<file path="config.mk">
export PLATFORM = sky130hd
export DESIGN_NAME = display_scan_driver
export DESIGN_NICKNAME = d
export VERILOG_FILES = /design/src/rtl/display_pkg.sv /design/src/rtl/bcd_to_7seg.sv /design/src/rtl/display_scan_driver_checker.sv /design/src/rtl/display_scan_driver.sv
export SDC_FILE = /design/constraint.sdc
export NUM_CORES = 1
export LEC_CHECK = 0
export CORE_MARGIN = 1.5
export CORE_UTILIZATION = 49
export DETAILED_ROUTE_END_ITERATION = 10
export PLACE_DENSITY = 0.85
export SKIP_CTS_REPAIR_TIMING = 1
export SYNTH_ARGS = -nofsm -noshare
export SYNTH_HDL_FRONTEND = slang
export SYNTH_SLANG_ARGS = --single-unit
</file>
<file path="constraint.sdc">
create_clock -name clk -period 2.78 [get_ports clk]
set_input_delay 0.834 -clock clk [delete_from_list [all_inputs] [get_ports clk]]
set_output_delay 0.834 -clock clk [all_outputs]
set_load 0.05 [all_outputs]
</file>
<file path="src/rtl/display_pkg.sv">
// Shared types and constants for the multiplexed 4-digit 7-segment scan driver.
package display_pkg;

   // Scan phase: all digits dark (BLANK) or one digit lit (SHOW).
   typedef enum logic {
      ST_BLANK = 1'b0,
      ST_SHOW  = 1'b1
   } scan_state_e;

   localparam int NUM_DIGITS = 4;

   // Active-high segment patterns, bit 0 = a ... bit 6 = g.
   localparam logic [6:0] GLYPH_OFF   = 7'h00;
   localparam logic [6:0] GLYPH_MINUS = 7'h40;
   localparam logic [6:0] GLYPH_0     = 7'h3F;
   localparam logic [6:0] GLYPH_1     = 7'h06;
   localparam logic [6:0] GLYPH_2     = 7'h5B;
   localparam logic [6:0] GLYPH_3     = 7'h4F;
   localparam logic [6:0] GLYPH_4     = 7'h66;
   localparam logic [6:0] GLYPH_5     = 7'h6D;
   localparam logic [6:0] GLYPH_6     = 7'h7D;
   localparam logic [6:0] GLYPH_7     = 7'h07;
   localparam logic [6:0] GLYPH_8     = 7'h7F;
   localparam logic [6:0] GLYPH_9     = 7'h6F;

   // One-hot common enable for the digit at index sel.
   function automatic logic [NUM_DIGITS-1:0] digit_onehot(input logic [1:0] sel);
      digit_onehot = 4'b0001 << sel;
   endfunction

endpackage

</file>
<file path="src/rtl/bcd_to_7seg.sv">
// Combinational BCD nibble to segment glyph translation; 10-15 render as a minus sign.
module bcd_to_7seg
   import display_pkg::*;
(
   input  logic [3:0] bcd,
   output logic [6:0] glyph
);

   // Glyph lookup; non-decimal codes fall through to the minus sign.
   always_comb begin
      glyph = GLYPH_MINUS;
      case (bcd)
         4'd0:    glyph = GLYPH_0;
         4'd1:    glyph = GLYPH_1;
         4'd2:    glyph = GLYPH_2;
         4'd3:    glyph = GLYPH_3;
         4'd4:    glyph = GLYPH_4;
         4'd5:    glyph = GLYPH_5;
         4'd6:    glyph = GLYPH_6;
         4'd7:    glyph = GLYPH_7;
         4'd8:    glyph = GLYPH_8;
         4'd9:    glyph = GLYPH_9;
         default: glyph = GLYPH_MINUS;
      endcase
   end

endmodule

</file>
<file path="src/rtl/display_scan_driver_checker.sv">
// Runtime invariants of the scan driver outputs, kept apart from the datapath.
module display_scan_driver_checker (
   input logic       clk,
   input logic       rst_n,
   input logic [6:0] seg,
   input logic       dp,
   input logic [3:0] digit_en,
   input logic       frame_done
);

   // Never more than one digit common driven at a time.
   a_en_onehot0: assert property (@(posedge clk) disable iff (!rst_n)
      $onehot0(digit_en));

   // With no digit enabled the segment and dp lines are dark as well.
   a_dark_blank: assert property (@(posedge clk) disable iff (!rst_n)
      (digit_en == 4'b0000) |-> ((seg == 7'h00) && (dp == 1'b0)));

   // Frame strobe is a single-cycle pulse.
   a_fd_pulse: assert property (@(posedge clk) disable iff (!rst_n)
      frame_done |=> !frame_done);

endmodule

</file>
<file path="src/rtl/display_scan_driver.sv">
// Time-multiplexed scan driver for a 4-digit common-cathode 7-segment display.
// Each digit gets a dark BLANK interval followed by a lit SHOW interval; new
// display values are staged in a pending register and only swapped in at the
// frame boundary so a frame never mixes old and new digits.
module display_scan_driver
   import display_pkg::*;
#(
   parameter int PRESCALE     = 50000,
   parameter int BLANK_CYCLES = 500
) (
   input  logic        clk,
   input  logic        rst_n,
   input  logic        load_valid,
   output logic        load_ready,
   input  logic [15:0] digits_in,
   input  logic [3:0]  dp_in,
   input  logic        lz_suppress,
   output logic [6:0]  seg,
   output logic        dp,
   output logic [3:0]  digit_en,
   output logic [1:0]  digit_sel,
   output logic        frame_done
);

   // Phase counter is wide enough for the longer of the two phases.
   localparam int CNT_MAX = (PRESCALE > BLANK_CYCLES) ? PRESCALE : BLANK_CYCLES;
   localparam int CNT_W   = $clog2(CNT_MAX + 1);

   localparam logic [CNT_W-1:0] CNT_ZERO   = {CNT_W{1'b0}};
   localparam logic [CNT_W-1:0] CNT_ONE    = {{(CNT_W-1){1'b0}}, 1'b1};
   localparam logic [CNT_W-1:0] SHOW_LAST  = CNT_W'(PRESCALE - 1);
   localparam logic [CNT_W-1:0] BLANK_LAST = CNT_W'(BLANK_CYCLES - 1);

   scan_state_e      state_r;
   scan_state_e      state_next_s;
   logic [CNT_W-1:0] cnt_r;
   logic [CNT_W-1:0] cnt_next_s;
   logic [1:0]       sel_r;
   logic [1:0]       sel_next_s;
   logic             frame_end_s;
   logic             frame_done_r;

   logic             xfer_s;
   logic             pend_valid_r;
   logic [15:0]      pend_digits_r;
   logic [3:0]       pend_dp_r;
   logic             pend_lz_r;

   logic [15:0]      disp_digits_r;
   logic [3:0]       disp_dp_r;
   logic             disp_lz_r;

   logic [3:0]       nibble_s;
   logic             lz_blank_s;
   logic [6:0]       glyph_s;

   // Scan state, phase counter and digit index registers.
   always_ff @(posedge clk or negedge rst_n) begin
      if (!rst_n) begin
         state_r      <= ST_BLANK;
         cnt_r        <= CNT_ZERO;
         sel_r        <= 2'd0;
         frame_done_r <= 1'b0;
      end else begin
         state_r      <= state_next_s;
         cnt_r        <= cnt_next_s;
         sel_r        <= sel_next_s;
         frame_done_r <= frame_end_s;
      end
   end

   // Phase sequencing: BLANK(dk) -> SHOW(dk) -> BLANK(dk+1); frame ends leaving SHOW(d3).
   always_comb begin
      state_next_s = state_r;
      cnt_next_s   = cnt_r + CNT_ONE;
      sel_next_s   = sel_r;
      frame_end_s  = 1'b0;
      case (state_r)
         ST_BLANK: begin
            if (cnt_r == BLANK_LAST) begin
               state_next_s = ST_SHOW;
               cnt_next_s   = CNT_ZERO;
            end else begin
               state_next_s = ST_BLANK;
            end
         end
         ST_SHOW: begin
            if (cnt_r == SHOW_LAST) begin
               state_next_s = ST_BLANK;
               cnt_next_s   = CNT_ZERO;
               sel_next_s   = sel_r + 2'd1;
               frame_end_s  = (sel_r == 2'd3);
            end else begin
               state_next_s = ST_SHOW;
            end
         end
         default: begin
            state_next_s = ST_BLANK;
            cnt_next_s   = CNT_ZERO;
            sel_next_s   = 2'd0;
         end
      endcase
   end

   // A transfer is only possible while the pending slot is empty.
   assign xfer_s     = load_valid & ~pend_valid_r;
   assign load_ready = ~pend_valid_r;

   // Pending slot: filled by the handshake, drained at the frame boundary.
   always_ff @(posedge clk or negedge rst_n) begin
      if (!rst_n) begin
         pend_valid_r  <= 1'b0;
         pend_digits_r <= 16'h0000;
         pend_dp_r     <= 4'b0000;
         pend_lz_r     <= 1'b0;
      end else begin
         if (xfer_s) begin
            pend_valid_r  <= 1'b1;
            pend_digits_r <= digits_in;
            pend_dp_r     <= dp_in;
            pend_lz_r     <= lz_suppress;
         end else if (frame_end_s) begin
            pend_valid_r  <= 1'b0;
         end else begin
            pend_valid_r  <= pend_valid_r;
         end
      end
   end

   // Display registers only change at the frame boundary, and only with a staged value.
   always_ff @(posedge clk or negedge rst_n) begin
      if (!rst_n) begin
         disp_digits_r <= 16'h0000;
         disp_dp_r     <= 4'b0000;
         disp_lz_r     <= 1'b0;
      end else if (frame_end_s && pend_valid_r) begin
         disp_digits_r <= pend_digits_r;
         disp_dp_r     <= pend_dp_r;
         disp_lz_r     <= pend_lz_r;
      end else begin
         disp_digits_r <= disp_digits_r;
         disp_dp_r     <= disp_dp_r;
         disp_lz_r     <= disp_lz_r;
      end
   end

   // Select the current nibble and decide whether it is a suppressed leading zero.
   always_comb begin
      nibble_s   = disp_digits_r[3:0];
      lz_blank_s = 1'b0;
      case (sel_r)
         2'd0: begin
            nibble_s   = disp_digits_r[3:0];
            lz_blank_s = 1'b0;
         end
         2'd1: begin
            nibble_s   = disp_digits_r[7:4];
            lz_blank_s = disp_lz_r & (disp_digits_r[15:4] == 12'h000);
         end
         2'd2: begin
            nibble_s   = disp_digits_r[11:8];
            lz_blank_s = disp_lz_r & (disp_digits_r[15:8] == 8'h00);
         end
         2'd3: begin
            nibble_s   = disp_digits_r[15:12];
            lz_blank_s = disp_lz_r & (disp_digits_r[15:12] == 4'h0);
         end
         default: begin
            nibble_s   = 4'h0;
            lz_blank_s = 1'b0;
         end
      endcase
   end

   bcd_to_7seg u_bcd_to_7seg (
      .bcd   (nibble_s),
      .glyph (glyph_s)
   );

   // Output decode from registered state only; BLANK keeps everything dark.
   always_comb begin
      seg      = GLYPH_OFF;
      dp       = 1'b0;
      digit_en = 4'b0000;
      if (state_r == ST_SHOW) begin
         digit_en = digit_onehot(sel_r);
         seg      = lz_blank_s ? GLYPH_OFF : glyph_s;
         dp       = disp_dp_r[sel_r];
      end else begin
         seg      = GLYPH_OFF;
         dp       = 1'b0;
         digit_en = 4'b0000;
      end
   end

   assign digit_sel  = sel_r;
   assign frame_done = frame_done_r;

   display_scan_driver_checker u_checker (
      .clk        (clk),
      .rst_n      (rst_n),
      .seg        (seg),
      .dp         (dp),
      .digit_en   (digit_en),
      .frame_done (frame_done)
   );

endmodule

</file>
==> Word-level counts from Yosys, hierarchy flattened <==
Memories as Yosys holds them, arrays and structs flattened.
Index checks and enable logic that the tools add are counted.
{ "totals": {"mem_count": 1, "reg_bits": 63, "ram_bits": 0, "latchBits": 0, "word_cells": 52, "romBits": 112} }
{ "op_classes": {"multipliers": 0, "div_mod_pow": 0, "muxes": 18, "n_reduce_logical": 7, "n_lt_le_gt_ge": 1, "addsub": 2, "n_eq_ne": 5, "n_bitwise": 6, "shifts": 1} }
{ "mem_list": {"columns": ["memory", "words", "word_bits", "rd", "rd_clocked_by_memory_dff", "wr", "line", "text"], "rows": [
  ["(no name shown)", 16, 7, 1, 0, 0, "bcd_to_7seg.sv:12", "case (bcd)"]
]} }
{ "ops": {"columns": ["cell", "count"], "rows": [
  ["$mux W16", 2],
  ["$pmux W16 S2", 1],
  ["$add A16 B1 Y16 const B", 1],
  ["$eq A16 B16 Y1 const B", 1],
  ["$eq A16 B9 Y1 const B", 1],
  ["$pmux W4 S4", 1],
  ["$mux W7", 2],
  ["$logic_not A12 Y1", 1],
  ["$logic_not A8 Y1", 1],
  ["$mux W1", 8],
  ["$and A1 B1 Y1", 4],
  ["$eq A2 B2 Y1 const B", 2],
  ["$logic_not A4 Y1", 1],
  ["$mux W4", 1],
  ["$pmux W1 S4", 1],
  ["$shl A1 B2 Y4 const A", 1],
  ["$lt A2 B3 Y1 const B", 1],
  ["$add A2 B1 Y2 const B", 1],
  ["$bmux W1 S2", 1],
  ["$eq A2 B1 Y1 const B", 1],
  ["$logic_not A2 Y1", 1],
  ["$not A1 Y1", 2],
  ["$pmux W1 S2", 1],
  ["$reduce_and A2 Y1", 1],
  ["2 further kinds", 2]
]} }

==> Logic depth before layout (Yosys ltp) <==
Gate-level depths: netlist of the first run.
{ "logic_depth": {"word_depth": 5, "mapped_depth": 9} }

==> By module <==
Synthesis of the first run repeated with hierarchy kept, for this count alone.
{ "hier_totals": {"cells_unflattened": 255, "hier_area_um2": 3200.6} }
{ "modules_own_cells": {"columns": ["mod", "cells_per_inst", "area_each_um2", "n_inst", "seq_area_each_um2"], "rows": [
  ["display_scan_driver", 226, 2975.4, 1, 1576.5],
  ["bcd_to_7seg", 29, 225.2, 1, 0.0]
]} }

==> Least setup slack after synthesis of the first run <==
Ideal clock, no wire load.
{ "synth_timing": {"path_kind": "reg-to-output", "startpoint": "register sel_r[0], in the netlist digit_sel[0]", "endpoint": "output seg[3]", "setup_slack_ps": -1312, "t_required_ps": 1946, "arrival_ps": 3258, "path_stages_with_launch": 8, "path_cell_list": "dfrtp_1 > inv_1 > ha_1 > clkbuf_1 > mux2i_1 > inv_1 > ha_1 > o32ai_1"} }
{ "synth_via": {"elab_chain_len": 5, "word_cells_on_any_way": 9} }
{ "synth_rtl": {"columns": ["element", "line", "text"], "rows": [
  ["start, declared", "display_scan_driver.sv:38", "logic [1:0] sel_r;"],
  ["start signal, assigned", "display_scan_driver.sv:67", "sel_r <= sel_next_s;"],
  ["$eq A2 B2 Y1 (tied with other cells)", "display_scan_driver.sv:151", "case (sel_r)"],
  ["$pmux W4 S4", "display_scan_driver.sv:151", null],
  ["$mem_v2 Z16 W7", null, null],
  ["$mux W7 *", "display_scan_driver.sv:187", "seg = lz_blank_s ? GLYPH_OFF : glyph_s;"],
  ["$mux W7 *", "display_scan_driver.sv:185", "if (state_r == ST_SHOW) begin"],
  ["end, declared", "display_scan_driver.sv:18", "output logic [6:0] seg,"]
]} }
Every way passes the cells marked *; elsewhere a longest branch is shown, timed or not.

==> Worst setup path in the final report of the first run <==
Ends and elaborated chain as after synthesis.

==> impl_metrics.toml, run 1 <==
[cts]
cts.clk_slew.worst_paths_ns = 0.07
cts_max_path_buffers = 2
cts_tree = "built"
insertion_delay_ns = 0.35
htreeDepth = 3
cts_buffers = 9
clock_sinks = 63
cts-root-buf = "clkbuf_8"

[setup_path]
cp-start-kind = "flop"
r2r_end = "disp_digits_r[4]$_DFFE_PN0P_"
worstPathMaxFanout = 5
critPathKind = "reg2out"
crit_required_ns = 1.95
r2r_start = "cnt_r[0]$_DFF_PN0_"
rr_worst_depth = 6
r2r_setup_slack_ns = 0.72
startpoint = "digit_sel[0]$_DFFE_PN0P_"
crit_arrival_ns = 2.61
worstSetupEndpointType = "primary output"

[outcome]
status = "finished, violations left"
violations = "negative setup slack"

[synth]
yosys_warnings = 0
synth_area_leaders = "dfrtp_1, mux2_2, ha_1"
ys_seq_area_share_pct = 51.6
syn_inst = 248
yosys.area.top_type_share_pct = 51.6
ys_ff_latch = 63
syn_area_per_cell_sq_um = 12.3
synth_nets = 283
synth_top_area_cell = "dfrtp_1"
synth-edff-count = 0
synth_cell_type_count = 43
yosys_most_used_dff = "dfrtp_1"
synthArstFlopShare_pct = 100
netlist_area_sq_um = 3060

[cells_and_area]
final_common_cell = "dfrtp_1"
drive_gt1_share_pct = 45.0
area_growth_pct = 40.2
stdcell_count = 404
fill_cells = 396
mostFrequentLayoutCells = "dfrtp_1, mux2_2, buf_4"
fin_nets = 359
antenna-diode-count = 0

[flow_run]
drv_cap = 0

[power_and_ir_drop]
peakVddDrop_mv = 0.361
p_clk_share_pct = 45.1
power_switching_w = 0.000417
switching_share_pct = 21.6
power_frac_seq_pct = 50.3
p_leak_nw = 1.88
power_density_nw_per_um2 = 451
pwr-share-comb_pct = 4.6
internal_power_w = 0.00152

[timing]
whs_ns = 0.489
rsz0062_at_grt = "true"
slew_viol_final = 0
finalCriticalPeriod_ns = 3.45
timing.final.crit_share_pct = 124
fin_skew_ns = 0.0111
finalWorstSetupSlack_ns = -0.667
finalHoldViolCount = 0
tightest_slew_ns = 0.586
setup_violations = 7
max_freq_mhz = 290
tns_ns = -4.03
slew_headroom_pct = 60.9

[routing]
vias = 2271
routed_via_density = 5.62
wl_per_cell_microns = 17.0
drt_pass1_iterations = 5
drtIter0Drc = 189
drc = 0
final_antenna_net_count = 0
wirelength_microns = 6870

[global_route]
grt.total_usage_pct = 22.6
grt_max_degree = 27
grt-ovfl-total = 0
antenna_found_initial = 0
grt_pass1_vias = 2276
grt_pass1_wl_microns = 11000

[worst_hold_path]
min_path_type = "in2async"

[placed_design]
place_hpwl_microns = 4780
dp_slack_ns = -0.231
place.gp.congestion = 0.856
port_buffers = 39
dp.cells = 386

[floorplan]
start_util_pct = 51.3
die-area_sq_um = 6720
die_x_microns = 82.0
ios = 40
die_h_microns = 82.0
core-area_sq_um = 5960
num_rows = 28
[critical path, stage by stage, from the launching register on]
cell	delay, ns
dfrtp_2	0.44
inv_2	0.09
ha_2	0.25
buf_4	0.16
a21oi_1	0.26
buf_4	0.18
a21o_1	0.22
nand2_2	0.16
o32ai_4	0.34
buf_12	0.17
[synthesized netlist by cell type (2+ instances only)]
cell / number
a21o_1: 2
a21oi_1: 7
a222oi_1: 3
and2_1: 4
buf_6: 2
clkbuf_1: 2
dfrtp_1: 63
ha_1: 11
inv_1: 13
mux2_2: 46
mux2i_1: 4
nand2_1: 10
nand3_1: 5
nand4_1: 5
nor2_1: 18
nor2b_1: 2
nor3_1: 2
nor4_1: 6
o21ai_0: 4
o32ai_1: 4
xnor2_1: 11
xor2_1: 3
[cell families after synthesis]
logic type / synth area share, %
DFF: 51.6
muxes: 19.0
xor gates and xnor gates: 4.01
AOI/OAI and AO/OA: 5.40
buffers and inverters: 2.87
adders and majority gates: 4.50
and+or+nand+nor: 12.6
[power groups by stage]
stage | clock network (W) | registers, W | logic (W)
after floorplan | 0 | 0.000980 | 0.0000312
after global placement | 0 | 0.000986 | 0.0000856
after detailed placement | 0 | 0.000988 | 0.0000894
after CTS | 0.000887 | 0.000972 | 0.0000904
after global routing | 0.000933 | 0.000975 | 0.0000975
final | 0.000872 | 0.000972 | 0.0000880
[per-stage QoR]
step / utilization, % / power, W / area, sq um
global placement: 66.9 / 0.00107 / 3980
CTS: 70.6 / 0.00195 / 4200
finish: 71.9 / 0.00193 / 4280
global route: 71.9 / 0.00201 / 4280
floorplan: - / 0.00101 / 3240
detailed placement: 66.9 / 0.00108 / 3980
[metal layers]
metal | wire [microns] | global-route usage, % | vias to the layer above
met5 | 0 | 0 | -
met4 | 136 | 8.98 | 0
met3 | 305 | 5.67 | 12
met2 | 3340 | 34.7 | 63
met1 | 3080 | 30.5 | 1143
li1 | - | - | 1053
[worst max-delay path by stage]
stage,end,depth (start not counted),slack [ns]
detailed placement,seg[0],8,-0.23
global route,seg[3],9,-0.77
global placement,seg[4],9,-0.15
CTS,seg[3],9,-0.61
floorplan,seg[3],7,-0.30
finish,seg[3],9,-0.67
[area by class of cell]
| cell class | count | area, sq um | area share [%] |
|---|---|---|---|
| clock buffers | 9 | 124 | 2.89 |
| clock inverters | 7 | 96.3 | 2.25 |
| inverters | 13 | 51.3 | 1.20 |
| multi-input cells | 166 | 1630 | 38.1 |
| flip-flops and latches | 63 | 1580 | 36.9 |
| well taps | 75 | 93.8 | 2.19 |
| repair buffers | 71 | 708 | 16.5 |
[sequential cells by signal, indices dropped and copies added (netlist names), 2 cells and up]
signal	count
disp_digits_r	16
pend_digits_r	16
disp_dp_r	4
cnt_r	16
pend_dp_r	4
digit_sel	2
Power figures use the tool's default switching activity.
==> run 2, diff against run 1 <==
CORE_UTILIZATION = 59   (was 49)
PLACE_DENSITY = 0.95   (was 0.85)
clock period = 4.2 ns   (was 2.78 ns; I/O delays follow)
==> run 2 against run 1 <==
Against the previous run: the run now ends clean; sequential power is 34% lower; register-to-register slack better by 0.78 ns; total power fell by 32%; cell count is 7.4% lower; global-route usage increased by 1.8 points; clock skew fell by 0.0041 ns; largest power group unchanged.
==> impl_metrics.toml, run 2 (synthesis gave the netlist of run 1 again) <==
[cts]
cts_buffers = 9
cts.clk_slew.worst_paths_ns = 0.06
cts-root-buf = "clkbuf_8"
clock_sinks = 63
cts_tree = "built"
htreeDepth = 3
insertion_delay_ns = 0.35
cts_max_path_buffers = 2

[placed_design]
port_buffers = 39
place.gp.congestion = 0.900
place_hpwl_microns = 4440

[power_and_ir_drop]
p_clk_share_pct = 46.7
peakVddDrop_mv = 0.292
power_density_nw_per_um2 = 343
power_switching_w = 0.000252
internal_power_w = 0.00106
switching_share_pct = 19.3
pwr-share-comb_pct = 4.2
p_leak_nw = 1.72
power_frac_seq_pct = 49.1

[setup_path]
cp-start-kind = "flop"
crit_required_ns = 2.94
cp.depth = 9
critPathKind = "reg2out"
cp_top_family = "compound AO/OA/AOI/OAI gates"
rr_worst_depth = 6
r2r_start = "cnt_r[0]$_DFF_PN0_"
r2r_setup_slack_ns = 1.50
worstSetupEndpointType = "primary output"
crit_arrival_ns = 2.82
max_stage_delay_ns = 0.44
worst_path_max_delay_cell = "dfrtp_2"
worstPathMaxFanout = 6
worstPathCellList = "inv_1 > ha_1 > a222oi_1 > mux2i_1 > buf_4 > ha_1 > mux2_2 > o32ai_1 > buf_12"
startpoint = "digit_sel[0]$_DFFE_PN0P_"
path_buf_inv = 3
cpMostUsedCell = "ha_1"

[timing]
fin_skew_ns = 0.00702
finalHoldViolCount = 0
finalCriticalPeriod_ns = 4.08
timing.final.crit_share_pct = 97.2
tightest_slew_ns = 0.921
slew_headroom_pct = 38.2
setup_violations = 0
max_freq_mhz = 245
tns_ns = 0
slew_viol_final = 0

[global_route]
grt-ovfl-total = 0
grt_pass1_vias = 2076
antenna_found_initial = 0
grt_max_degree = 41
grt.total_usage_pct = 24.3
grt_pass1_wl_microns = 9880

[worst_hold_path]
min_path_type = "reg2reg"
holdPathStages = 1
hp-start = "pend_digits_r[15]$_DFFE_PN0P_"

[cells_and_area]
regArea_sq_um = 1580
final_common_cell = "dfrtp_1"
fin_util_pct = 75.6
fin_nets = 335
mostFrequentLayoutCells = "dfrtp_1, mux2_2, clkdlybuf4s50_1"
multi_input_area_sq_um = 1410
fill_cells = 309
drive_gt1_share_pct = 29.6
area_growth_pct = 24.7
antenna-diode-count = 0
reg_top3 = "cnt_r: 16 flops, disp_digits_r: 16 flops, pend_digits_r: 16 flops"

[routing]
wl_per_cell_microns = 16.7
vias = 2153
routed_via_density = 5.76
drtIter0Drc = 235
drc = 0
drt_pass1_iterations = 7
final_antenna_net_count = 0
wirelength_microns = 6240

[outcome]
status = "completed"

[floorplan]
core-area_sq_um = 5040
die_h_microns = 75.0
die-area_sq_um = 5620
die_x_microns = 75.0
start_util_pct = 60.6
num_rows = 26
ios = 40

[flow_run]
drv_cap = 0
[run 2: changes by cell type in the layout (fill, tap and decap cells not counted), moves of 4 or more]
| cell | delta |
|---|---|
| a21oi_4 | -4 |
| ha_1 | +7 |
| ha_4 | -4 |
| buf_12 | -6 |
| clkdlybuf4s50_1 | +5 |
| buf_4 | -23 |
[run 2: layout make-up]
class,instances,area share [%]
clock buffers,11,3.45
clock inverters,4,2.49
inverters,13,1.28
multi-input cells,166,36.9
flip-flops and latches,63,41.4
well taps,70,2.30
repair buffers,47,12.2
[run 2: per-stage QoR]
stage | instance area (sq um) | instances | hold slack, ns | worst slack [ns] | power [W]
after floorplan | 3060 | 248 | 0.475 | -0.216 | 0.000669
after global placement | 3550 | 355 | 0.485 | 0.514 | 0.000706
after detailed placement | 3550 | 355 | 0.493 | 0.395 | 0.000710
after CTS | 3780 | 370 | 0.507 | -0.0185 | 0.00132
after global routing | 3810 | 374 | 0.525 | -0.0120 | 0.00135
final | 3810 | 374 | 0.502 | 0.119 | 0.00131
[run 2: path summary, 6_finish.rpt]
| path | end |
|---|---|
| worst max-delay path | seg[0] |
| worst min register to register | disp_digits_r[15]$_DFFE_PN0P_ |
| min in group asynchronous | pend_digits_r[9]$_DFFE_PN0P_ |
| worst max register to register | disp_digits_r[2]$_DFFE_PN0P_ |
| worst min-delay path | disp_digits_r[15]$_DFFE_PN0P_ |
| max in group asynchronous | pend_digits_r[5]$_DFFE_PN0P_ |
[run 2: power groups by stage]
stage	clock, W	sequential [W]	combinational [W]
3_3_place_gp	0	0.000652	0.0000539
4_1_cts	0.000621	0.000643	0.0000565
3_5_place_dp	0	0.000654	0.0000561
2_1_floorplan	0	0.000649	0.0000206
6_report	0.000611	0.000643	0.0000548
5_1_grt	0.000644	0.000645	0.0000610
[run 2: worst reg2reg max path, cell delays in order, from the launching register on]
cell and delay (ns):
dfrtp_1 0.42, ha_1 0.30, and3_1 0.26, nand4_1 0.13
nor3_2 0.77, buf_4 0.34, mux2_2 0.36
[run 2: per-layer routing]
metal	GRT usage, %	vias up	routed length [microns]
li1	-	999	-
met1	31.7	1057	2710
met2	37.6	80	3030
met3	7.63	17	374
met4	10.9	0	130
met5	0	-	0
